**src/rtl/hsid_mse.sv**
```systemverilog
// Mean squared error between a measured and a library spectrum, two 16-bit
// pixels per bus word, followed by a 48-cycle restoring divide by the band count.
module hsid_mse #(
    parameter int WORD_WIDTH     = 32,
    parameter int DATA_WIDTH     = 16,
    parameter int DATA_WIDTH_MUL = 32,
    parameter int DATA_WIDTH_ACC = 48,
    parameter int LENGTH_BITS    = 10
) (
    input  logic                      clk,
    input  logic                      rst_n,
    input  logic                      clear,
    input  logic                      start,
    input  logic [LENGTH_BITS-1:0]    vctr_len,
    input  logic                      in_valid,
    output logic                      in_ready,
    input  logic [WORD_WIDTH-1:0]     word_a,
    input  logic [WORD_WIDTH-1:0]     word_b,
    output logic                      busy,
    output logic                      mse_valid,
    output logic [DATA_WIDTH_MUL-1:0] mse_value,
    output logic [DATA_WIDTH_ACC-1:0] acc_value,
    output logic [2:0]                dbg_state
);

    localparam int CNT_W = $clog2(DATA_WIDTH_ACC + 1);

    typedef enum logic [2:0] {
        S_IDLE   = 3'd0,
        S_ACCUM  = 3'd1,
        S_DRAIN  = 3'd2,
        S_DIVIDE = 3'd3,
        S_DONE   = 3'd4
    } state_t;

    state_t                    state_q;
    logic [LENGTH_BITS-1:0]    len_q;
    logic [LENGTH_BITS-1:0]    remain_q;
    logic [CNT_W-1:0]          cnt_q;
    logic [DATA_WIDTH_ACC-1:0] acc_q;
    logic [DATA_WIDTH_ACC-1:0] dvd_q;
    logic [LENGTH_BITS:0]      rem_q;
    logic                      mse_valid_q;
    logic [DATA_WIDTH_MUL-1:0] mse_value_q;
    logic [DATA_WIDTH_ACC-1:0] acc_value_q;

    logic [DATA_WIDTH-1:0]     d_lo_q, d_hi_q;
    logic                      v1_q;
    logic [DATA_WIDTH_MUL-1:0] sq_lo_q, sq_hi_q;
    logic                      v2_q;

    logic                      accept;
    logic [DATA_WIDTH-1:0]     a_lo, a_hi, b_lo, b_hi;
    logic [LENGTH_BITS:0]      rem_shift;
    logic                      rem_ge;
    logic [LENGTH_BITS:0]      rem_d;
    logic [DATA_WIDTH_ACC-1:0] dvd_d;

    function automatic logic [DATA_WIDTH-1:0] abs_diff(input logic [DATA_WIDTH-1:0] x,
                                                        input logic [DATA_WIDTH-1:0] y);
        return (x >= y) ? (x - y) : (y - x);
    endfunction

    assign a_lo = word_a[DATA_WIDTH-1:0];
    assign a_hi = word_a[2*DATA_WIDTH-1:DATA_WIDTH];
    assign b_lo = word_b[DATA_WIDTH-1:0];
    assign b_hi = word_b[2*DATA_WIDTH-1:DATA_WIDTH];

    assign in_ready  = (state_q == S_ACCUM) && (remain_q != '0);
    assign accept    = in_ready && in_valid && !clear;
    assign busy      = (state_q != S_IDLE);
    assign mse_valid = mse_valid_q;
    assign mse_value = mse_value_q;
    assign acc_value = acc_value_q;
    assign dbg_state = state_q;

    // One restoring-division step. The remainder is always below len_q, so its
    // top bit is zero in practice; folding it into the compare keeps the step exact.
    assign rem_shift = {rem_q[LENGTH_BITS-1:0], dvd_q[DATA_WIDTH_ACC-1]};
    assign rem_ge    = rem_q[LENGTH_BITS] || (rem_shift >= {1'b0, len_q});
    assign rem_d     = rem_ge ? (rem_shift - {1'b0, len_q}) : rem_shift;
    assign dvd_d     = {dvd_q[DATA_WIDTH_ACC-2:0], rem_ge};

    // Datapath stages 1 and 2; stage 3 is the accumulator in the control block.
    always_ff @(posedge clk or negedge rst_n) begin
        if (!rst_n) begin
            d_lo_q  <= '0;
            d_hi_q  <= '0;
            v1_q    <= 1'b0;
            sq_lo_q <= '0;
            sq_hi_q <= '0;
            v2_q    <= 1'b0;
        end else if (clear) begin
            d_lo_q  <= '0;
            d_hi_q  <= '0;
            v1_q    <= 1'b0;
            sq_lo_q <= '0;
            sq_hi_q <= '0;
            v2_q    <= 1'b0;
        end else begin
            v1_q <= accept;
            if (accept) begin
                d_lo_q <= abs_diff(a_lo, b_lo);
                // A single remaining element means an odd length: drop the upper half.
                d_hi_q <= (remain_q == LENGTH_BITS'(1)) ? '0 : abs_diff(a_hi, b_hi);
            end
            v2_q <= v1_q;
            if (v1_q) begin
                sq_lo_q <= DATA_WIDTH_MUL'(d_lo_q) * DATA_WIDTH_MUL'(d_lo_q);
                sq_hi_q <= DATA_WIDTH_MUL'(d_hi_q) * DATA_WIDTH_MUL'(d_hi_q);
            end
        end
    end

    always_ff @(posedge clk or negedge rst_n) begin
        if (!rst_n) begin
            state_q     <= S_IDLE;
            len_q       <= '0;
            remain_q    <= '0;
            cnt_q       <= '0;
            acc_q       <= '0;
            dvd_q       <= '0;
            rem_q       <= '0;
            mse_valid_q <= 1'b0;
            mse_value_q <= '0;
            acc_value_q <= '0;
        end else if (clear) begin
            state_q     <= S_IDLE;
            len_q       <= '0;
            remain_q    <= '0;
            cnt_q       <= '0;
            acc_q       <= '0;
            dvd_q       <= '0;
            rem_q       <= '0;
            mse_valid_q <= 1'b0;
            mse_value_q <= '0;
            acc_value_q <= '0;
        end else begin
            mse_valid_q <= 1'b0;
            if (v2_q) begin
                acc_q <= acc_q + DATA_WIDTH_ACC'(sq_lo_q) + DATA_WIDTH_ACC'(sq_hi_q);
            end
            case (state_q)
                S_IDLE: begin
                    if (start) begin
                        if (vctr_len != '0) begin
                            acc_q    <= '0;
                            len_q    <= vctr_len;
                            remain_q <= vctr_len;
                            state_q  <= S_ACCUM;
                        end else begin
                            acc_value_q <= '0;
                            mse_value_q <= '0;
                            mse_valid_q <= 1'b1;
                            state_q     <= S_DONE;
                        end
                    end
                end
                S_ACCUM: begin
                    if (accept) begin
                        if (remain_q <= LENGTH_BITS'(2)) begin
                            remain_q <= '0;
                            cnt_q    <= '0;
                            state_q  <= S_DRAIN;
                        end else begin
                            remain_q <= remain_q - LENGTH_BITS'(2);
                        end
                    end
                end
                S_DRAIN: begin
                    if (cnt_q == CNT_W'(1)) begin
                        cnt_q   <= '0;
                        state_q <= S_DIVIDE;
                    end else begin
                        cnt_q <= cnt_q + CNT_W'(1);
                    end
                end
                S_DIVIDE: begin
                    // First DIVIDE cycle loads the settled accumulator, then one
                    // quotient bit per cycle for DATA_WIDTH_ACC cycles.
                    if (cnt_q == '0) begin
                        dvd_q <= acc_q;
                        rem_q <= '0;
                        cnt_q <= CNT_W'(1);
                    end else begin
                        dvd_q <= dvd_d;
                        rem_q <= rem_d;
                        if (cnt_q == CNT_W'(DATA_WIDTH_ACC)) begin
                            cnt_q       <= '0;
                            mse_value_q <= dvd_d[DATA_WIDTH_MUL-1:0];
                            acc_value_q <= acc_q;
                            mse_valid_q <= 1'b1;
                            state_q     <= S_DONE;
                        end else begin
                            cnt_q <= cnt_q + CNT_W'(1);
                        end
                    end
                end
                S_DONE: begin
                    state_q <= S_IDLE;
                end
                default: begin
                    state_q <= S_IDLE;
                end
            endcase
        end
    end

endmodule

```
**config.mk**
```make
export PLATFORM = sky130hd
export DESIGN_NAME = hsid_mse
export DESIGN_NICKNAME = d
export VERILOG_FILES = /design/src/rtl/hsid_mse.sv
export SDC_FILE = /design/constraint.sdc
export NUM_CORES = 2
export LEC_CHECK = 0
export ABC_AREA = 1
export ABC_CLOCK_PERIOD_IN_PS = 7100
export BUFFER_PORTS_ARGS = -buffer_cell sky130_fd_sc_hd__clkbuf_2
export CAP_MARGIN = 30
export CORE_MARGIN = 2
export CORE_UTILIZATION = 64
export CTS_BUF_LIST = sky130_fd_sc_hd__clkbuf_16
export DETAILED_ROUTE_END_ITERATION = 7
export GPL_TIMING_DRIVEN = 0
export PLACE_DENSITY_LB_ADDON = 0.25
export SYNTH_ARGS = -nofsm -noshare
export SYNTH_HDL_FRONTEND = slang
export SYNTH_SLANG_ARGS = --single-unit
```
**constraint.sdc**
```tcl
create_clock -name clk -period 7.1 [get_ports clk]
set_clock_uncertainty 0.15 [all_clocks]
set_input_delay 0.71 -clock clk [delete_from_list [all_inputs] [get_ports clk]]
set_output_delay 0.71 -clock clk [all_outputs]
set_load 0.02 [all_outputs]
```
==> results.json <==
{
  "status": "finished, violations left",
  "violations": "DRC",
  "final_cell_mix": "nand2_1 (1183), inv_1 (1042), fa_1 (361), o21ai_0 (359), dfrtp_1 (313)",
  "synth_cells": 4891,
  "syn_area_um2": 36100,
  "tightest_slew_ns": 0.911,
  "cp-end-kind": "flop",
  "die-area_um2": 58300,
  "io_pins": 165,
  "cts_setup_buffers": 0,
  "crit_family": "adder cells",
  "cts_root_buffer": "clkbuf_16",
  "crit_path_max_incr_delay_ns": 0.56,
  "path_class": "flop to flop",
  "setup_viol": 0,
  "power_density_nw_per_um2": 164,
  "yosysSeqAreaShare_pct": 21.7,
  "clkSinkCount": 313,
  "final_common_cell": "nand2_1",
  "synth_seq_cells": 313,
  "dr.pass1.iters": 8,
  "htree_num_levels": 2,
  "timing.critical_path.mode_cell": "fa_1",
  "reg2reg_slack_ns": 0.33,
  "dp_slack_ns": 0.282,
  "grt_usage_pct": 35.4,
  "row_count": 87,
  "drc": 1,
  "finalHoldViolCount": 0,
  "cp.buffers_inverters": 7,
  "grt_pass1_vias": 32382,
  "p_total_mw": 6.41,
  "num_vias": 32445,
  "start_util_pct": 64.4,
  "r2r_end": "sq_lo_q[31]",
  "drtAntennaViolNets": 0,
  "syn2layout_area_growth_pct": 8.37,
  "drtIter0Drc": 2518,
  "layout-drive-gt1-share_pct": 6.46,
  "ir_worst_vdd_uv": 162,
  "min_from": "vctr_len[7]",
  "tritoncts": "done",
  "die_y_um": 241,
  "gr-total-overflow": 0,
  "leakage_nw": 22.8,
  "whs_ns": 0.271,
  "rsz0062_at_grt": "false",
  "path_cells": "clkbuf_1 > clkbuf_1 > nand2_1 > fa_1 > inv_1 > fa_1 > inv_1 > fa_1 > inv_1 > fa_1 > fa_1 > inv_1 > fa_1 > inv_1 > ha_1 > a21oi_1 > a21boi_0 > nand3_1 > nand3b_1 > nand3b_1 > nand3_1 > nand2_1",
  "fin_crit_ns": 6.77,
  "grt_max_degree": 114,
  "cts_buffer_depth": 3,
  "via_per_inst": 5.52,
  "grt_pass1_wl_mm": 163,
  "place_congestion": 0.981,
  "whs_path_depth": 3,
  "ys_types": 48,
  "wire_per_inst_um": 17.1,
  "min_to": "len_q[7]",
  "crit_slowest_cell": "clkbuf_1",
  "antenna_found_initial": 1,
  "r2r_start": "d_lo_q[9]",
  "hp-class": "input port to flop",
  "timing.slew.headroom_pct": 39.3,
  "yosysWarnings": 0,
  "clock.fmax_ghz": 0.148,
  "die_w_um": 241,
  "crit_fanout": 10,
  "utilization_pct": 69.8,
  "cp-start-kind": "flop",
  "worst_slack_ns": 0.333,
  "avgSynthCellArea_um2": 7.38,
  "reg2reg_depth": 22,
  "period_share_pct": 95.3,
  "slew_violations": 0,
  "fillers": 4740,
  "dp_hpwl_mm": 81.7,
  "drt_wl_total_mm": 100,
  "clock_latency_ns": 0.58,
  "tns_ns": 0,
  "layout.nets": 5850,
  "clk_pin_slew_ns": 0.06,
  "cap_violations": 0,
  "worstPathArrival_ns": 7.06,
  "core_um2": 56100,
  "io_buffer_count": 164,
  "cts_buffers": 36,
  "required_ns": 7.40
}
-- per-stage QoR --
step                      instance area (um2)  std cells
after floorplan                         36100       4892
after detailed placement                38000       5815
after global routing                    39100       5879
after CTS                               39100       5879
final                                   39100       5880
after global placement                  37900       5812
-- synth_stat cells, drive strengths merged --
cell type	instances	area, um2
a21boi	6	45.0
a31o	2	17.5
clkbuf	122	464
inv	1052	3950
nor4	3	18.8
buf	42	234
o2111ai	1	8.76
dfrtp	313	7830
a31oi	3	25.0
fa	361	7230
a22o	2	17.5
nand4	25	156
nand3b	23	173
ha	312	3900
a21o	6	45.0
xnor2	27	236
nor2	290	1120
o21ai	391	2030
conb	1	3.75
o211ai	26	195
nand3	268	1350
and2	2	12.5
a21oi	241	1210
o21bai	19	143
a211oi	8	60.1
xor2	68	596
or2	11	68.8
nor3	49	279
o21a	4	30.0
a32o	2	20.0
o31ai	5	37.5
nand2	1190	4490
o22ai	16	100
-- worst max-delay path by stage --
stage,to,slack [ns],cells past startpoint,startpoint
floorplan,sq_lo_q[19],1.52,21,d_lo_q[11]
global route,sq_hi_q[21],0.03,20,d_hi_q[1]
detailed placement,sq_lo_q[31],0.28,20,d_lo_q[11]
CTS,sq_lo_q[31],0.27,20,d_lo_q[11]
global placement,sq_lo_q[29],-1.57,1,rst_n
finish,sq_lo_q[31],0.33,22,d_lo_q[9]
-- layout make-up --
cell class              count  area, um2  share of cell area [%]
multi-input cells        3363      23600                    60.4
flip-flops and latches    313       7830                    20.0
clock buffers              36        901                    2.30
well taps                 756        946                    2.42
diodes                      1       2.50                 0.00640
inverters                1052       3950                    10.1
repair buffers            168        922                    2.36
clock inverters            27        240                   0.614
plain buffers             164        704                    1.80
-- timing repair --
action | 4_1_cts | 5_1_grt
hold buffers | 1 | 0
resized for setup | 0 | 9
endpoints found under the hold margin | 41 | 0
endpoints found under the setup margin | 0 | 7
-- cells by family after synthesis --
logic type	Yosys count	share of synthesized area, %
fa+ha+maj	673	30.8
compound gates	732	11.0
simple gates	1861	21.2
flops	313	21.7
other cells	1	0.0104
xor+xnor	95	2.31
buf+inv	1216	12.9
-- worst min-delay path: cells and delay by family --
| kind | cells | cell delay, ns |
|---|---|---|
| compound gates | 1 | 0.06 |
| buf+inv | 1 | 0.10 |
| simple gates | 1 | 0.07 |
-- state kept, by name, indices dropped and copies added, names as in the netlist --
name,cells
v1_q,1
cnt_q,6
dbg_state,3
len_q,10
v2_q,1
d_lo_q,16
dvd_q,48
rem_q,11
acc_value,48
mse_valid,1
d_hi_q,16
sq_lo_q,31
remain_q,10
mse_value,32
sq_hi_q,31
acc_q,48
-- where the power goes --
| group | leakage [nW] | total (mW) | switching [mW] | internal (mW) |
|---|---|---|---|---|
| Sequential | 4.35 | 1.99 | 0.0930 | 1.89 |
| Clock | 0.584 | 1.87 | 0.823 | 1.05 |
| Combinational | 17.8 | 2.55 | 1.78 | 0.771 |
| Total | 22.8 | 6.41 | 2.70 | 3.71 |
-- per-layer routing --
layer | part of all wire (%) | global-route usage (%) | wire (um)
met3 | 7.5 | 5.26 | 7560
met2 | 48 | 60.9 | 48200
met1 | 40 | 45.0 | 40300
met5 | 0 | 0 | 0
met4 | 4.2 | 14.2 | 4180
Note: power is estimated with default switching activity, not from simulation.
